File: src/rtl/arch_defs_pkg.sv
// Shared architectural definitions for the program loader: bus widths,
// default frame marker and the loader FSM state type.
// LOADER_CHECKSUM_EN adds the CHECK state to the state type.
package arch_defs_pkg;

  localparam int DATA_WIDTH = 8;
  localparam int ADDR_WIDTH = 16;

  localparam logic [DATA_WIDTH-1:0] LOADER_SYNC_DEFAULT = 8'hA5;

  typedef enum logic [3:0] {
    IDLE,
    ADDR_HI,
    ADDR_LO,
    LEN,
    DATA,
    WRITE,
`ifdef LOADER_CHECKSUM_EN
    CHECK,
`endif
    DONE,
    ERROR
  } loader_state_t;

  // States in which the inter-byte timeout is armed (inside a frame).
  function automatic logic in_frame(loader_state_t s);
    return !(s inside {IDLE, DONE, ERROR});
  endfunction

endpackage

File: src/rtl/loader_timeout.sv
// Inter-byte watchdog: counts consecutive enabled cycles without a clear
// and flags expiry on the CYCLES-th such cycle, so the owner can act on
// the same edge that completes the count.
module loader_timeout #(
  parameter int CYCLES = 50000
) (
  input  logic clk,
  input  logic reset,
  input  logic clear,
  input  logic enable,
  output logic expired
);

  localparam int CW = $clog2(CYCLES + 1);

  logic [CW-1:0] cnt;

  assign expired = enable && !clear && (cnt == CW'(CYCLES - 1));

  // Idle-cycle counter; any transfer or leaving the frame restarts it.
  always_ff @(posedge clk or negedge reset) begin
    if (!reset)                cnt <= '0;
    else if (clear || !enable) cnt <= '0;
    else                       cnt <= cnt + CW'(1);
  end

endmodule

File: src/rtl/program_loader.sv
// Byte-stream program loader: parses SYNC/ADDR_HI/ADDR_LO/LEN/data frames,
// writes data bytes to consecutive addresses and releases the CPU on success.
// Optional feature: define LOADER_CHECKSUM_EN to require a trailing checksum
// byte (8-bit sum of header, data and checksum must be zero).
module program_loader
  import arch_defs_pkg::*;
#(
  parameter logic [DATA_WIDTH-1:0] SYNC_BYTE      = LOADER_SYNC_DEFAULT,
  parameter int                    TIMEOUT_CYCLES = 50000
) (
  input  logic                  clk,
  input  logic                  reset,
  input  logic [DATA_WIDTH-1:0] rx_data,
  input  logic                  rx_valid,
  output logic                  rx_ready,
  input  logic                  load_req,
  output logic [ADDR_WIDTH-1:0] mem_addr,
  output logic [DATA_WIDTH-1:0] mem_data,
  output logic                  mem_we,
  output logic                  cpu_hold,
  output logic                  load_done,
  output logic                  load_error,
  output logic [15:0]           byte_count
);

  loader_state_t state, state_nxt;

  logic                  alive;     // low in reset so rx_ready waits for the first edge
  logic [ADDR_WIDTH-1:0] addr_q;
  logic [DATA_WIDTH-1:0] data_q;
  logic [8:0]            len_q;     // 1..256
  logic [15:0]           count_q;
  logic                  err_q;
  logic                  xfer;
  logic                  last_write;
  logic                  expired;

  assign xfer       = rx_valid && rx_ready;
  assign last_write = (count_q + 16'd1) == {7'd0, len_q};

  assign rx_ready   = alive && !(state inside {WRITE, DONE, ERROR});
  assign mem_we     = (state == WRITE);
  assign mem_addr   = addr_q;
  assign mem_data   = data_q;
  assign cpu_hold   = (state != DONE);
  assign load_done  = (state == DONE);
  assign load_error = err_q;
  assign byte_count = count_q;

  loader_timeout #(.CYCLES(TIMEOUT_CYCLES)) u_timeout (
    .clk     (clk),
    .reset   (reset),
    .clear   (xfer),
    .enable  (in_frame(state)),
    .expired (expired)
  );

`ifdef LOADER_CHECKSUM_EN
  logic [DATA_WIDTH-1:0] sum_q;
  logic                  sum_ok;

  assign sum_ok = ((sum_q + rx_data) == 8'h00);

  // Running sum of header and data bytes; restarts on each accepted sync.
  always_ff @(posedge clk or negedge reset) begin
    if (!reset) begin
      sum_q <= '0;
    end else if (xfer) begin
      if (state == IDLE)                                   sum_q <= '0;
      else if (state inside {ADDR_HI, ADDR_LO, LEN, DATA}) sum_q <= sum_q + rx_data;
    end
  end
`endif

  // State register.
  always_ff @(posedge clk or negedge reset) begin
    if (!reset) state <= IDLE;
    else        state <= state_nxt;
  end

  // Next-state logic; a timeout overrides any in-frame transition.
  always_comb begin
    state_nxt = state;
    case (state)
      IDLE:    if (xfer && rx_data == SYNC_BYTE) state_nxt = ADDR_HI;
      ADDR_HI: if (xfer) state_nxt = ADDR_LO;
      ADDR_LO: if (xfer) state_nxt = LEN;
      LEN:     if (xfer) state_nxt = DATA;
      DATA:    if (xfer) state_nxt = WRITE;
      WRITE: begin
        if (last_write) begin
`ifdef LOADER_CHECKSUM_EN
          state_nxt = CHECK;
`else
          state_nxt = DONE;
`endif
        end else begin
          state_nxt = DATA;
        end
      end
`ifdef LOADER_CHECKSUM_EN
      CHECK:   if (xfer) state_nxt = sum_ok ? DONE : ERROR;
`endif
      DONE:    if (load_req) state_nxt = IDLE;
      ERROR:   state_nxt = IDLE;
      default: state_nxt = IDLE;
    endcase
    if (expired) state_nxt = ERROR;
  end

  // Header latching, write datapath, byte counter and sticky error flag.
  always_ff @(posedge clk or negedge reset) begin
    if (!reset) begin
      alive   <= 1'b0;
      addr_q  <= '0;
      data_q  <= '0;
      len_q   <= '0;
      count_q <= '0;
      err_q   <= 1'b0;
    end else begin
      alive <= 1'b1;
      case (state)
        IDLE: if (xfer && rx_data == SYNC_BYTE) begin
          count_q <= '0;
          err_q   <= 1'b0;
        end
        ADDR_HI: if (xfer) addr_q[15:8] <= rx_data;
        ADDR_LO: if (xfer) addr_q[7:0]  <= rx_data;
        LEN:     if (xfer) len_q <= (rx_data == 8'h00) ? 9'd256 : {1'b0, rx_data};
        DATA:    if (xfer) data_q <= rx_data;
        WRITE: begin
          addr_q  <= addr_q + 16'd1;
          count_q <= count_q + 16'd1;
        end
        default: ;
      endcase
      if (state_nxt == ERROR) err_q <= 1'b1;
    end
  end

endmodule

File: config.mk
export PLATFORM = sky130hd
export DESIGN_NAME = program_loader
export DESIGN_NICKNAME = d
export VERILOG_FILES = /design/src/rtl/arch_defs_pkg.sv /design/src/rtl/loader_timeout.sv /design/src/rtl/program_loader.sv
export SDC_FILE = /design/constraint.sdc
export NUM_CORES = 1
export LEC_CHECK = 0
export ABC_AREA = 1
export ABC_CLOCK_PERIOD_IN_PS = 3000
export CAP_MARGIN = 20
export CORE_ASPECT_RATIO = 1.1
export CORE_MARGIN = 1
export CORE_UTILIZATION = 44
export DETAILED_ROUTE_END_ITERATION = 8
export HOLD_SLACK_MARGIN = 0.03
export PLACE_DENSITY = 0.65
export SLEW_MARGIN = 20
export SYNTH_ARGS = -nofsm -noshare
export SYNTH_HDL_FRONTEND = slang
export SYNTH_SLANG_ARGS = --single-unit
File: constraint.sdc
create_clock -name clk -period 3 [get_ports clk]
set_input_delay 0.3 -clock clk [delete_from_list [all_inputs] [get_ports clk]]
set_output_delay 0.3 -clock clk [all_outputs]
set_load 0.01 [all_outputs]
==> flow_metrics.env <==
export IMPL_yosysUniqueCellTypes=39
export IMPL_worst_slew_pin_slew_ns=0.620
export IMPL_drv_slew=0
export IMPL_ys_seq_area_share_pct=43.3
export IMPL_vias=3816
export IMPL_cts_tree="done"
export IMPL_synth_area_um2=4110
export IMPL_antenna_found_initial=0
export IMPL_chipWidth_um=94.1
export IMPL_ioPinCount=57
export IMPL_gp_congestion=0.869
export IMPL_placementRows=36
export IMPL_irDropWorstVdd_v=0.000229
export IMPL_relSlewSlack_pct=58.3
export IMPL_max_clock_freq_ghz=0.452
export IMPL_area_growth_pct=21.3
export IMPL_dieArea_um2=9720
export IMPL_cts_root_buf="clkbuf_8"
export IMPL_power_leakage_nw=2.46
export IMPL_portBuffers=56
export IMPL_grtUsageMet1_pct=29.9
export IMPL_via_per_inst=5.27
export IMPL_grt_pass1_wl_um=17000
export IMPL_rsz0062_at_grt="no"
export IMPL_path_class="reg -> out"
export IMPL_drt_pass1_iter_count=5
export IMPL_yosysTopAreaCellShare_pct=43.3
export IMPL_cts_sinks=71
export IMPL_synth_cells=542
export IMPL_avgSynthCellArea_um2=7.58
export IMPL_setup_violations=0
export IMPL_fin_area_um2=4980
export IMPL_synth_edf_count=0
export IMPL_fin_tns_setup_ns=0
export IMPL_final_nets=620
export IMPL_die_h_um=103
export IMPL_cap_viol_max_count=0
export IMPL_crit_arrival_ns=1.91
export IMPL_outcome="finished clean"
export IMPL_worstPathMaxFanout=20
export IMPL_power_internal_mw=1.50
export IMPL_holdWs_ns=0.487
export IMPL_clkLatencyLatePin_ns=0.35
export IMPL_placed_cell_area_um2=4770
export IMPL_swShare_pct=28.0
export IMPL_finalWirelength_um=10000
export IMPL_grt_pass1_vias=3621
export IMPL_setup_worst_path_end_class="output pin"
export IMPL_gr_usage_all_layers_pct=22.6
export IMPL_num_fill_cells=847
export IMPL_min_period_ns=2.21
export IMPL_final_seq_area_um2=1780
export IMPL_yosys_area_top_type="dfrtp_1"
export IMPL_core_area_um2=8960
export IMPL_layout_drive_gt1_share_pct=10.0
export IMPL_synth_nets=557
export IMPL_hold_viol=0
export IMPL_cts_buffers=9
export IMPL_ant_nets=0
export IMPL_gr_total_overflow=0
export IMPL_multi_input_area_um2=1970
export IMPL_grt_max_degree=72
export IMPL_dpl_hpwl_um=7400
export IMPL_cts_clk_slew_worst_paths_ns=0.08
export IMPL_initial_utilization_pct=45.8
export IMPL_yosys_most_used_dff="dfrtp_1"
export IMPL_drc=0
export IMPL_dr_first_iter_drc_count=230
export IMPL_power_density_nw_per_um2=420
export IMPL_fin_util_pct=55.6
export IMPL_seq_power_share_pct=47.8
export IMPL_diodes=0
export IMPL_clockPowerShare_pct=37.4
export IMPL_fin_crit_sh_pct=73.7
export IMPL_comb_power_share_pct=14.7
export IMPL_crit_path_start_kind="register"
export IMPL_cts_htree_levels=3
export IMPL_required_ns=2.70
export IMPL_ys_ff_latch=71
export IMPL_met2_usage_pct=37.3
export IMPL_wire_per_inst_um=13.9
export IMPL_synthTopCellsByArea="dfrtp_1 43%, nand2_1 14%, inv_1 6.3%"
export IMPL_cts_buffer_depth=2
export IMPL_total_power_mw=2.09
export IMPL_ys_warn_count=0
export IMPL_hold_class="in -> async"
export IMPL_grt_met3_usage_pct=2.92
export IMPL_top_usage_layer="met2"
export IMPL_skew_ns=0.00975
export IMPL_synthArstFlopShare_pct=100
export IMPL_p_sw_mw=0.586
-- registers in the layout, summed over array words and instances, names as in the netlist --
name	cells
byte_count	16
mem_addr	16
u_timeout.cnt	16
len_q	9
mem_data	8
state	4
alive	1
load_error	1
-- cell usage in the layout (no fill, tap or decap), drive strengths merged --
cell / netlist / routed
nor3: 10 / 10
clkbuf: 1 / 11
nand3b: 3 / 3
dfrtp: 71 / 71
nor2: 58 / 58
nand3: 38 / 38
clkinv: 0 / 4
o2111ai: 1 / 1
a22o: 1 / 1
nor4: 9 / 9
o22ai: 11 / 11
a21boi: 1 / 1
xnor2: 4 / 4
xor2: 1 / 1
o211ai: 10 / 10
o21ai: 38 / 38
bufinv: 0 / 1
dlygate4sd3: 0 / 1
a21oi: 18 / 18
inv: 77 / 77
o221ai: 2 / 2
nand4: 15 / 15
conb: 2 / 2
nand2: 159 / 159
ha: 3 / 3
buf: 7 / 4
clkdlybuf4s50: 0 / 55
and2: 1 / 1
or2: 1 / 1
-- metal layers --
metal / up-vias / routed length (µm)
li1: 1900 / -
met1: 1815 / 4730
met2: 84 / 4750
met3: 17 / 329
met4: 0 / 225
met5: - / 0
-- critical path, cell delays in order (launching register included) --
cell,delay [ns]
dfrtp_1,0.40
nor2_4,0.24
nand3_2,0.08
buf_4,0.23
inv_2,0.08
clkdlybuf4s50_1,0.52
-- power groups by stage --
stage               Clock [mW]  Combinational, mW  Sequential (mW)
floorplan                    0              0.187             1.02
global placement             0              0.305             1.02
detailed placement           0              0.309             1.02
CTS                      0.795              0.311             1.00
global route             0.837              0.354             1.00
finish                   0.783              0.308             1.00
-- repair_timing --
item | CTS | global route
hold endpoints to repair | 71 | 0
endpoints found under the setup margin | 0 | 0
resized for setup | 0 | 0
setup buffers | 0 | 0
hold buffers | 1 | 0
-- through the flow --
step / cells / worst slack [ns]
2_1_floorplan: 542 / 1.47
3_3_place_gp: 707 / 0.778
3_5_place_dp: 707 / 0.745
4_1_cts: 724 / 0.781
5_1_grt: 724 / 0.694
6_report: 724 / 0.789
-- logic make-up (layout without fill, tap and decap cells) --
group           after synthesis  in the layout  synth area share (%)
buf+inv                      85            153                  8.78
flops                        71             71                  43.3
other cells                   2              2                 0.183
fa+ha+maj                     3              3                 0.914
compound gates               82             82                  12.5
simple gates                294            294                  33.3
xor+xnor                      5              5                  1.07
-- cells in the mapped netlist, drive strengths merged (3+ instances only) --
| master | number |
|---|---|
| nand2 | 159 |
| inv | 77 |
| dfrtp | 71 |
| nor2 | 58 |
| nand3 | 38 |
| o21ai | 38 |
| a21oi | 18 |
| nand4 | 15 |
| o22ai | 11 |
| nor3 | 10 |
| o211ai | 10 |
| nor4 | 9 |
| buf | 7 |
| xnor2 | 4 |
| ha | 3 |
| nand3b | 3 |
-- path summary, 6_finish.rpt --
kind | start | end | slack, ns | cells after the start
worst max-delay path | state[3]$_DFF_PN0_ | mem_we | 0.79 | 5
worst min-delay path | reset | u_timeout.cnt[10]$_DFF_PN0_ | 0.49 | 3
worst max register to register | state[3]$_DFF_PN0_ | mem_addr[2]$_DFFE_PN0P_ | 1.13 | 9
worst min register to register | u_timeout.cnt[0]$_DFF_PN0_ | u_timeout.cnt[0]$_DFF_PN0_ | 0.49 | 1
max in group asynchronous | reset | mem_addr[13]$_DFFE_PN0P_ | 2.17 | 3
min in group clk | u_timeout.cnt[0]$_DFF_PN0_ | u_timeout.cnt[0]$_DFF_PN0_ | 0.49 | 1
-- final cells by class --
cell class,count,area share [%]
multi-input combinational,386,39.5
sequential,71,35.7
timing repair buffer,60,12.1
inverter,77,5.90
tap,114,2.86
clock buffer,11,2.84
clock inverter,5,1.16
(Power assumes the default switching activity.)
